<file path="config.mk">
export PLATFORM = sky130hd
export DESIGN_NAME = filter_loader_flat
export DESIGN_NICKNAME = d
export VERILOG_FILES = /design/src/rtl/filter_loader_if.sv /design/src/rtl/filter_loader.sv /design/src/flat_wrapper.sv
export SDC_FILE = /design/constraint.sdc
export NUM_CORES = 1
export LEC_CHECK = 0
export CORE_ASPECT_RATIO = 1.1
export CORE_MARGIN = 2
export CORE_UTILIZATION = 49
export CTS_CLUSTER_SIZE = 20
export DETAILED_ROUTE_END_ITERATION = 7
export PLACE_DENSITY = 0.75
export SYNTH_ARGS = -nofsm -noshare
export SYNTH_HDL_FRONTEND = slang
export SYNTH_SLANG_ARGS = --single-unit
</file>
<file path="constraint.sdc">
create_clock -name clk -period 1.84 [get_ports clk]
set_input_delay 0.46 -clock clk [delete_from_list [all_inputs] [get_ports clk]]
set_output_delay 0.46 -clock clk [all_outputs]
set_load 0.02 [all_outputs]
</file>
<file path="src/rtl/filter_loader_if.sv">
// Serial link and filter-side outputs of the filter loader, bundled as one port.
// The host drives the 3-wire link; the loader drives the filter inputs and strobes.
interface filter_loader_if #(
  parameter int unsigned W = 16
) ();
  logic         cs_n;
  logic         sclk;
  logic         mosi;
  logic [W-1:0] x;
  logic [W-1:0] a1;
  logic [W-1:0] b0;
  logic [W-1:0] b1;
  logic         sample_stb;
  logic         coef_stb;
  logic         frame_err;

  modport master (
    output cs_n, sclk, mosi,
    input  x, a1, b0, b1, sample_stb, coef_stb, frame_err
  );

  modport slave (
    input  cs_n, sclk, mosi,
    output x, a1, b0, b1, sample_stb, coef_stb, frame_err
  );
endinterface

</file>
<file path="src/rtl/filter_loader.sv">
// Serial front end for the first-order IIR filter. Oversamples a cs_n/sclk/mosi link,
// collects AW+W bit frames and writes the sample register or double-buffered coefficients.
module filter_loader #(
  parameter int unsigned  W           = 16,
  parameter int unsigned  AW          = 8,
  parameter int unsigned  SYNC_STAGES = 2,
  parameter logic [W-1:0] A1_RST      = '0,
  parameter logic [W-1:0] B0_RST      = '0,
  parameter logic [W-1:0] B1_RST      = '0
) (
  input logic            clk,
  input logic            rst,
  filter_loader_if.slave bus
);

  localparam int unsigned    FL       = AW + W;
  localparam int unsigned    CW       = $clog2(FL + 2);
  localparam logic [CW-1:0]  CNT_FULL = CW'(FL);
  localparam logic [CW-1:0]  CNT_OVF  = CW'(FL + 1);

  localparam logic [AW-1:0] ADDR_X      = AW'(0);
  localparam logic [AW-1:0] ADDR_A1     = AW'(1);
  localparam logic [AW-1:0] ADDR_B0     = AW'(2);
  localparam logic [AW-1:0] ADDR_B1     = AW'(3);
  localparam logic [AW-1:0] ADDR_COMMIT = AW'(4);

  typedef enum logic [1:0] {StIdle, StShift, StDecode} state_e;

  logic [SYNC_STAGES-1:0] cs_sync, sclk_sync, mosi_sync;
  logic                   cs_s, sclk_s, mosi_s;
  logic                   cs_d, sclk_d, mosi_d;
  logic                   cs_fall_q, cs_rise_q, sclk_rise_q;

  state_e         state_q, state_d;
  logic [CW-1:0]  count_q, count_d;
  logic [FL-1:0]  shreg_q, shreg_d;
  logic [W-1:0]   x_q, x_d;
  logic [W-1:0]   a1_q, a1_d, b0_q, b0_d, b1_q, b1_d;
  logic [W-1:0]   sa1_q, sa1_d, sb0_q, sb0_d, sb1_q, sb1_d;
  logic           sample_q, sample_d, coef_q, coef_d, err_q, err_d;

  logic [AW-1:0]  addr;
  logic [W-1:0]   data;

  assign cs_s   = cs_sync[SYNC_STAGES-1];
  assign sclk_s = sclk_sync[SYNC_STAGES-1];
  assign mosi_s = mosi_sync[SYNC_STAGES-1];

  assign addr = shreg_q[FL-1:W];
  assign data = shreg_q[W-1:0];

  // Synchronisers, edge-detect stage and registered edge pulses. The cs chain resets low so a
  // cs_n already low at reset release never looks like a falling edge.
  always_ff @(posedge clk) begin
    if (rst) begin
      cs_sync     <= '0;
      sclk_sync   <= '0;
      mosi_sync   <= '0;
      cs_d        <= 1'b0;
      sclk_d      <= 1'b0;
      mosi_d      <= 1'b0;
      cs_fall_q   <= 1'b0;
      cs_rise_q   <= 1'b0;
      sclk_rise_q <= 1'b0;
    end else begin
      cs_sync     <= {cs_sync[SYNC_STAGES-2:0], bus.cs_n};
      sclk_sync   <= {sclk_sync[SYNC_STAGES-2:0], bus.sclk};
      mosi_sync   <= {mosi_sync[SYNC_STAGES-2:0], bus.mosi};
      cs_d        <= cs_s;
      sclk_d      <= sclk_s;
      mosi_d      <= mosi_s;  // stays aligned with sclk_rise_q
      cs_fall_q   <= cs_d & ~cs_s;
      cs_rise_q   <= ~cs_d & cs_s;
      sclk_rise_q <= ~sclk_d & sclk_s;
    end
  end

  // Next-state, shift register, decode and output register updates.
  always_comb begin
    state_d  = state_q;
    count_d  = count_q;
    shreg_d  = shreg_q;
    x_d      = x_q;
    a1_d     = a1_q;
    b0_d     = b0_q;
    b1_d     = b1_q;
    sa1_d    = sa1_q;
    sb0_d    = sb0_q;
    sb1_d    = sb1_q;
    sample_d = 1'b0;
    coef_d   = 1'b0;
    err_d    = 1'b0;

    unique case (state_q)
      StIdle: begin
        if (cs_fall_q) begin
          state_d = StShift;
          count_d = '0;
        end
      end
      StShift: begin
        if (sclk_rise_q) begin
          shreg_d = {shreg_q[FL-2:0], mosi_d};
          // Saturating at FL+1 keeps over-long frames distinguishable from full ones.
          if (count_q != CNT_OVF) count_d = count_q + 1'b1;
        end
        if (cs_rise_q) state_d = StDecode;
      end
      StDecode: begin
        state_d = StIdle;
        if (count_q != CNT_FULL) begin
          err_d = 1'b1;
        end else begin
          case (addr)
            ADDR_X: begin
              x_d      = data;
              sample_d = 1'b1;
            end
            ADDR_A1: sa1_d = data;
            ADDR_B0: sb0_d = data;
            ADDR_B1: sb1_d = data;
            ADDR_COMMIT: begin
              a1_d   = sa1_q;
              b0_d   = sb0_q;
              b1_d   = sb1_q;
              coef_d = 1'b1;
            end
            default: err_d = 1'b1;
          endcase
        end
      end
      default: state_d = StIdle;
    endcase
  end

  // State and output registers.
  always_ff @(posedge clk) begin
    if (rst) begin
      state_q  <= StIdle;
      count_q  <= '0;
      shreg_q  <= '0;
      x_q      <= '0;
      a1_q     <= A1_RST;
      b0_q     <= B0_RST;
      b1_q     <= B1_RST;
      sa1_q    <= A1_RST;
      sb0_q    <= B0_RST;
      sb1_q    <= B1_RST;
      sample_q <= 1'b0;
      coef_q   <= 1'b0;
      err_q    <= 1'b0;
    end else begin
      state_q  <= state_d;
      count_q  <= count_d;
      shreg_q  <= shreg_d;
      x_q      <= x_d;
      a1_q     <= a1_d;
      b0_q     <= b0_d;
      b1_q     <= b1_d;
      sa1_q    <= sa1_d;
      sb0_q    <= sb0_d;
      sb1_q    <= sb1_d;
      sample_q <= sample_d;
      coef_q   <= coef_d;
      err_q    <= err_d;
    end
  end

  assign bus.x          = x_q;
  assign bus.a1         = a1_q;
  assign bus.b0         = b0_q;
  assign bus.b1         = b1_q;
  assign bus.sample_stb = sample_q;
  assign bus.coef_stb   = coef_q;
  assign bus.frame_err  = err_q;

endmodule

</file>
<file path="src/flat_wrapper.sv">
// flat-port wrapper written by rule: the top's interface ports become plain ports
module filter_loader_flat 
#(
  parameter int unsigned  W           = 16,
  parameter int unsigned  AW          = 8,
  parameter int unsigned  SYNC_STAGES = 2,
  parameter logic [W-1:0] A1_RST      = '0,
  parameter logic [W-1:0] B0_RST      = '0,
  parameter logic [W-1:0] B1_RST      = '0
)
  (clk, rst, bus_cs_n, bus_sclk, bus_mosi, bus_x, bus_a1, bus_b0, bus_b1, bus_sample_stb, bus_coef_stb, bus_frame_err);
  filter_loader_if #(.W(W)) bus_i ();
  input logic clk;
  input logic rst;
  input wire logic [$bits(bus_i.cs_n)-1:0] bus_cs_n;
  input wire logic [$bits(bus_i.sclk)-1:0] bus_sclk;
  input wire logic [$bits(bus_i.mosi)-1:0] bus_mosi;
  output wire logic [$bits(bus_i.x)-1:0] bus_x;
  output wire logic [$bits(bus_i.a1)-1:0] bus_a1;
  output wire logic [$bits(bus_i.b0)-1:0] bus_b0;
  output wire logic [$bits(bus_i.b1)-1:0] bus_b1;
  output wire logic [$bits(bus_i.sample_stb)-1:0] bus_sample_stb;
  output wire logic [$bits(bus_i.coef_stb)-1:0] bus_coef_stb;
  output wire logic [$bits(bus_i.frame_err)-1:0] bus_frame_err;
  assign bus_i.cs_n = bus_cs_n;
  assign bus_i.sclk = bus_sclk;
  assign bus_i.mosi = bus_mosi;
  assign bus_x = bus_i.x;
  assign bus_a1 = bus_i.a1;
  assign bus_b0 = bus_i.b0;
  assign bus_b1 = bus_i.b1;
  assign bus_sample_stb = bus_i.sample_stb;
  assign bus_coef_stb = bus_i.coef_stb;
  assign bus_frame_err = bus_i.frame_err;
  filter_loader #(.W(W), .AW(AW), .SYNC_STAGES(SYNC_STAGES), .A1_RST(A1_RST), .B0_RST(B0_RST), .B1_RST(B1_RST)) u_core (.clk(clk), .rst(rst), .bus(bus_i));
endmodule
</file>
==> results of run 1 <==
[what timing repair did]
action / in CTS / in global routing
hold buffers: 0 / 0
pin swaps: 0 / 3
gates cloned: 0 / 1
gates resized for setup: 32 / 37
endpoints found under the setup margin: 32 / 108
buffers inserted: 0 / 6
[registers in the layout, indices dropped and copies added, names as in the netlist, 2 cells and up]
register and count:
u_core.shreg_q 24, u_core.bus.a1 16, u_core.bus.b0 16, u_core.bus.b1 16, u_core.bus.x 16, u_core.sa1_q 16
u_core.sb0_q 16, u_core.sb1_q 16, u_core.count_q 5, u_core.cs_sync 2, u_core.mosi_sync 2, u_core.sclk_sync 2
u_core.state_q 2
[worst max path at each step]
stage	startpoint	endpoint	slack, ns	depth (start not counted)
after global routing	u_core.shreg_q[19]$_SDFFE_PP0P_	u_core.sa1_q[9]$_SDFFE_PP0P_	-0.07	5
after CTS	u_core.bus.b0[6]$_SDFFE_PP0P_	bus_b0[6]	0.00004	1
final	u_core.shreg_q[19]$_SDFFE_PP0P_	u_core.sa1_q[12]$_SDFFE_PP0P_	-0.03	5
after global placement	rst	u_core.bus.x[4]$_SDFFE_PP0P_	0.10	5
after detailed placement	rst	u_core.count_q[2]$_SDFFE_PP0P_	0.07	6
after floorplan	u_core.shreg_q[21]$_SDFFE_PP0P_	u_core.sa1_q[10]$_SDFFE_PP0P_	-0.005	4
[area by class of cell]
class	count	share of cell area, %
tap	150	2.46
clock inverter	14	2.42
sequential	158	41.6
multi-input combinational	383	32.1
timing repair buffer	107	15.2
inverter	7	0.361
clock buffer	18	5.77
[kinds of logic after synthesis]
kind of cell	after synthesis
muxes	113
and+or+nand+nor	234
buffers and inverters	47
adders and majority gates	3
AOI/OAI and AO/OA	33
DFF	158
[report_power, final]
| group | switching (mW) | internal [mW] |
|---|---|---|
| combinational | 0.0667 | 0.0376 |
| sequential | 0.00528 | 3.43 |
| clock | 1.44 | 2.20 |
| total | 1.51 | 5.66 |
[synthesized netlist by cell type, types with 2 or more instances]
| library cell | n | share of area, % |
|---|---|---|
| and4b_1 | 2 | 0.34 |
| nand4bb_1 | 2 | 0.39 |
| dfxtp_1 | 158 | 54 |
| nand4_1 | 6 | 0.65 |
| nor3b_1 | 2 | 0.26 |
| o211ai_1 | 2 | 0.26 |
| nor4_1 | 3 | 0.32 |
| nand4b_1 | 3 | 0.45 |
| nand2_1 | 179 | 12 |
| inv_1 | 7 | 0.45 |
| mux2i_1 | 113 | 19 |
| nor4b_1 | 2 | 0.30 |
| nor2b_1 | 14 | 1.5 |
| nor2_1 | 4 | 0.26 |
| a21oi_1 | 25 | 2.2 |
| and4_1 | 3 | 0.45 |
| ha_1 | 3 | 0.65 |
| buf_6 | 2 | 0.39 |
| buf_4 | 3 | 0.39 |
| nor4_4 | 2 | 0.73 |
| buf_2 | 5 | 0.43 |
| and3_1 | 2 | 0.22 |
| nand3b_1 | 3 | 0.39 |
| clkbuf_1 | 29 | 1.9 |
| o21ai_0 | 2 | 0.17 |
| nor3_1 | 2 | 0.17 |
[stage by stage]
stage / util (%) / setup TNS [ns] / setup WS [ns]
floorplan: - / -0.138 / -0.00526
detailed placement: 59.8 / 0 / 0.0654
global placement: 59.8 / 0 / 0.105
CTS: 64.9 / 0 / 0.0000357
finish: 66.3 / -0.0616 / -0.0287
global route: 66.3 / -0.752 / -0.0723
[worst reg2reg max path: stages, from the launching register on]
cell and delay, ns:
dfxtp_4 0.36, or4_4 0.58, nor4_4 0.30, buf_4 0.19
buf_12 0.15, mux2i_1 0.22
[metal layers]
metal	wire length, µm	up-vias
li1	-	2154
met1	5710	2144
met3	465	17
met5	0	-
met2	6820	100
met4	189	0
==> results.yml, run 1 <==
run_status:
  status: "finished, violations left"
  violations: "setup timing"
sta:
  finalHoldViolations: 0
  setup_ws_ns: -0.0287
  skew_ns: 0.0111
  period_needed_ns: 1.87
  worstMarginPinSlew_ns: 0.426
  slew_viol_final: 0
  fin_crit_sh_pct: 102
  finalSetupViolCount: 5
  maxSlewHeadroom_pct: 71.2
  grt_setup_unrepaired: "yes"
  hold_ws_ns: 0.389
  max_freq_mhz: 535
die:
  start_util_pct: 50.5
  core_area_um2: 11500
  io_pins: 72
  dieArea_um2: 12700
  die_x_um: 108
  fp-row-count: 41
  fp.dieH_um: 118
cts:
  clock_sinks: 158
  root_buffer: "clkbuf_16"
  clkLatencyLatePin_ns: 0.42
  clk_pin_slew_worst_paths_ns: 0.06
  tritoncts: "built"
  htreeDepth: 4
  cts_buffer_depth: 2
  numCtsBuffers: 17
power_and_ir_drop:
  ir_worst_vdd_mv: 0.641
  total_power_mw: 7.18
  p_leak_nw: 3.38
  power_per_cell_area_nw_per_um2: 942
logic_synthesis:
  synthDistinctLibCells: 36
  ys.warnings.count: 0
  synth_compound_area_share_pct: 3.15
  netlist_area_um2: 5810
  synthAdderAreaFrac_pct: 0.646
  synthCells: 588
  ys_seq_area_share_pct: 54.5
  synth-xor-area-share_pct: 0
  async_flop_share_pct: 0
  synth_enable_flop_cells: 0
  synth.area.mux_share_pct: 19.5
  ys.flop_type: "dfxtp_1"
  avgSynthCellArea_um2: 9.88
  ys_seq_elements: 158
  syn_nets: 596
  synth-simple-area-share_pct: 18.7
  synth_top_family_by_area: "multiplexers"
min_path:
  hp-class: "flop to flop"
  min_path_cells: 1
  min_from: "u_core.sclk_d$_SDFF_PP0_"
  hold_end: "u_core.sclk_rise_q$_SDFF_PP0_"
route:
  first_pass_iters: 4
  wirelength_um: 13200
  dr_total_vias: 4415
  vias_per_cell: 5.27
  ant_nets: 0
  route.detailed.drc: 0
  dr.first_iter.drc_count: 269
  wl_per_cell_um: 15.8
placed_design:
  port_buffers: 71
  dp_hpwl_um: 8430
  dp_cells: 798
  gp_congestion: 0.779
  placed_area_um2: 6870
global_routing:
  grt_pass1_wl_um: 20600
  gr-total-overflow: 0
  grt_max_degree: 37
  grt_usage_pct: 20.7
  top_usage_layer: "met2"
  antenna_found_initial: 0
  grtUsageMet1_pct: 24.3
  use_met3_pct: 5.52
  use_met2_pct: 36.2
  first_global_vias: 4316
cells_and_area:
  drive_gt1_share_pct: 11.5
  final_common_cell: "nand2_1"
  multi_input_area_um2: 2450
  instances_no_fill: 837
  final_cell_mix: "179 x nand2_1, 156 x dfxtp_1, 111 x mux2i_1"
  final_area_um2: 7610
  regArea_um2: 3170
  layout.nets: 682
  antenna_cells: 0
  area_growth_pct: 31.1
  fill_cells: 918
setup_path:
  cp.required_ns: 2.19
  slowest_stage: "or4_4"
  critPathMaxStageDelay_ns: 0.58
  cp-end-kind: "flop"
  worstSetupPathType: "flop to flop"
  crit_chain: "or4_4 > nor4_4 > buf_4 > buf_12 > mux2i_1"
  rr_startpoint: "u_core.shreg_q[19]$_SDFFE_PP0P_"
  cp-start-kind: "flop"
  worstPathMaxFanout: 8
  cp_top_family: "simple AND/OR/NAND/NOR gates"
  worst_r2r_path_depth: 5
  rrSetupSlack_ns: -0.03
  path_buf_inv: 2
  worstPathArrival_ns: 2.21
  r2r_end: "u_core.sa1_q[12]$_SDFFE_PP0P_"
job:
  drv_cap: 0
(Power assumes the default switching activity.)
==> run 2: changes to the inputs <==
--- a/config.mk
+++ b/config.mk
@@ -5,12 +5,14 @@
 export SDC_FILE = /design/constraint.sdc
 export NUM_CORES = 1
 export LEC_CHECK = 0
+export CAP_MARGIN = 10
 export CORE_ASPECT_RATIO = 1.1
 export CORE_MARGIN = 2
 export CORE_UTILIZATION = 49
 export CTS_CLUSTER_SIZE = 20
 export DETAILED_ROUTE_END_ITERATION = 7
 export PLACE_DENSITY = 0.75
+export SKIP_CTS_REPAIR_TIMING = 1
 export SYNTH_ARGS = -nofsm -noshare
 export SYNTH_HDL_FRONTEND = slang
 export SYNTH_SLANG_ARGS = --single-unit
==> run 2 against run 1 <==
Effect of this change: the run still ends with setup timing left; fmax about the same; setup slack about the same; sequential power about the same; sequential share of layout area down 0.65 points; worst hold slack better by 0.00066 ns.
==> results.yml, run 2 (synthesis gave the netlist of run 1 again) <==
cells_and_area:
  drive_gt1_share_pct: 11.5
  instances_no_fill: 837
  largest_reg_flops: 24
  layout.nets: 682
  regMostFlops: "u_core.shreg_q"
  area_growth_pct: 33.2
  final_cell_mix: "179 x nand2_1, 156 x dfxtp_1, 111 x mux2i_1"
  antenna_cells: 0
  final_common_cell: "nand2_1"
  fin_util_pct: 67.3
setup_path:
  worst_r2r_path_depth: 5
  r2r_end: "u_core.sa1_q[12]$_SDFFE_PP0P_"
  cp.required_ns: 2.18
  rrSetupSlack_ns: -0.03
  cp-start-kind: "flop"
  worstPathArrival_ns: 2.21
  worstPathMaxFanout: 8
  cp-end-kind: "flop"
  worstSetupPathType: "flop to flop"
  rr_startpoint: "u_core.shreg_q[19]$_SDFFE_PP0P_"
die:
  core_area_um2: 11500
  fp-row-count: 41
  dieArea_um2: 12700
  io_pins: 72
  fp.dieH_um: 118
  die_x_um: 108
  start_util_pct: 50.5
sta:
  fin_crit_sh_pct: 102
  finalHoldViolations: 0
  skew_ns: 0.00925
  grt_setup_unrepaired: "yes"
  finalSetupViolCount: 5
  maxSlewHeadroom_pct: 71.2
  worstMarginPinSlew_ns: 0.425
  setup_ws_ns: -0.0286
  period_needed_ns: 1.87
  max_freq_mhz: 535
  slew_viol_final: 0
  hold_ws_ns: 0.390
power_and_ir_drop:
  ir_worst_vdd_mv: 0.643
  power_per_cell_area_nw_per_um2: 927
  swShare_pct: 21.1
  p_leak_nw: 3.83
  switching_power_mw: 1.51
  total_power_mw: 7.17
  seqPwrFrac_pct: 47.9
  clkPwrFrac_pct: 50.7
  combPwrFrac_pct: 1.5
  p_int_mw: 5.66
placed_design:
  gp_congestion: 0.779
  port_buffers: 71
  dp_hpwl_um: 8430
  dp_cells: 798
  pre_cts_slack_ns: 0.0654
min_path:
  min_path_cells: 1
  hp-class: "flop to flop"
  min_from: "u_core.sclk_d$_SDFF_PP0_"
  hold_end: "u_core.sclk_rise_q$_SDFF_PP0_"
route:
  dr_total_vias: 4371
  ant_nets: 0
  wl_per_cell_um: 15.7
  vias_per_cell: 5.22
  route.detailed.drc: 0
  wirelength_um: 13200
  first_pass_iters: 4
  dr.first_iter.drc_count: 251
global_routing:
  grt_pass1_wl_um: 20600
  grt_usage_pct: 20.7
  gr-total-overflow: 0
  antenna_found_initial: 0
  first_global_vias: 4315
  grt_max_degree: 37
cts:
  numCtsBuffers: 17
  htreeDepth: 4
  clock_sinks: 158
  tritoncts: "built"
  clk_pin_slew_worst_paths_ns: 0.06
  root_buffer: "clkbuf_16"
  cts_buffer_depth: 2
  clkLatencyLatePin_ns: 0.42
run_status:
  status: "finished, violations left"
  violations: "setup timing"
job:
  drv_cap: 0
==> run 2: cell count changes in the layout (fill, tap and decap cells not counted) <==
cell	before	now
dlymetal6s2s_1	31	63
dlygate4sd2_1	32	0
==> run 2: per-stage QoR <==
step | cell area, µm² | setup TNS (ns)
finish | 7730 | -0.0593
global route | 7730 | -0.753
CTS | 7490 | -0.514
detailed placement | 6870 | 0
global placement | 6870 | 0
floorplan | 5810 | -0.138
==> run 2: final cells by class <==
| cell class | count | area, µm² |
|---|---|---|
| fill | 888 | 3760 |
| sequential | 158 | 3170 |
| multi-input combinational | 383 | 2450 |
| timing repair buffer | 107 | 1280 |
| clock buffer | 18 | 439 |
| tap | 150 | 188 |
| clock inverter | 14 | 184 |
| inverter | 7 | 27.5 |
==> run 2: per-layer routing <==
layer / GRT usage [%] / vias to the layer above / wire length (µm)
met5: 0 / - / 0
met4: 6.89 / 0 / 195
met3: 5.57 / 20 / 545
met2: 36.1 / 96 / 6820
met1: 24.3 / 2103 / 5620
li1: - / 2152 / -
==> run 2: how the worst max path moves through the flow <==
stage                                    start                              to  depth (start not counted)
2_1_floorplan  u_core.shreg_q[21]$_SDFFE_PP0P_   u_core.sa1_q[10]$_SDFFE_PP0P_                          4
3_3_place_gp                               rst    u_core.bus.x[4]$_SDFFE_PP0P_                          5
3_5_place_dp                               rst  u_core.count_q[2]$_SDFFE_PP0P_                          6
4_1_cts           u_core.bus.x[5]$_SDFFE_PP0P_                        bus_x[5]                          1
5_1_grt        u_core.shreg_q[19]$_SDFFE_PP0P_    u_core.sa1_q[9]$_SDFFE_PP0P_                          5
6_report       u_core.shreg_q[19]$_SDFFE_PP0P_   u_core.sa1_q[12]$_SDFFE_PP0P_                          5
==> run 2: power by group through the flow <==
stage	Combinational (mW)	Clock [mW]	Sequential, mW
finish	0.104	3.63	3.43
global route	0.113	3.81	3.43
CTS	0.104	3.68	3.44
detailed placement	0.104	0	3.51
global placement	0.101	0	3.51
floorplan	0.0606	0	3.51
==> run 2: critical path, stage by stage, from the launching register on <==
cell	delay (ns)
dfxtp_4	0.36
or4_4	0.58
nor4_4	0.29
buf_4	0.19
buf_12	0.15
mux2i_1	0.21
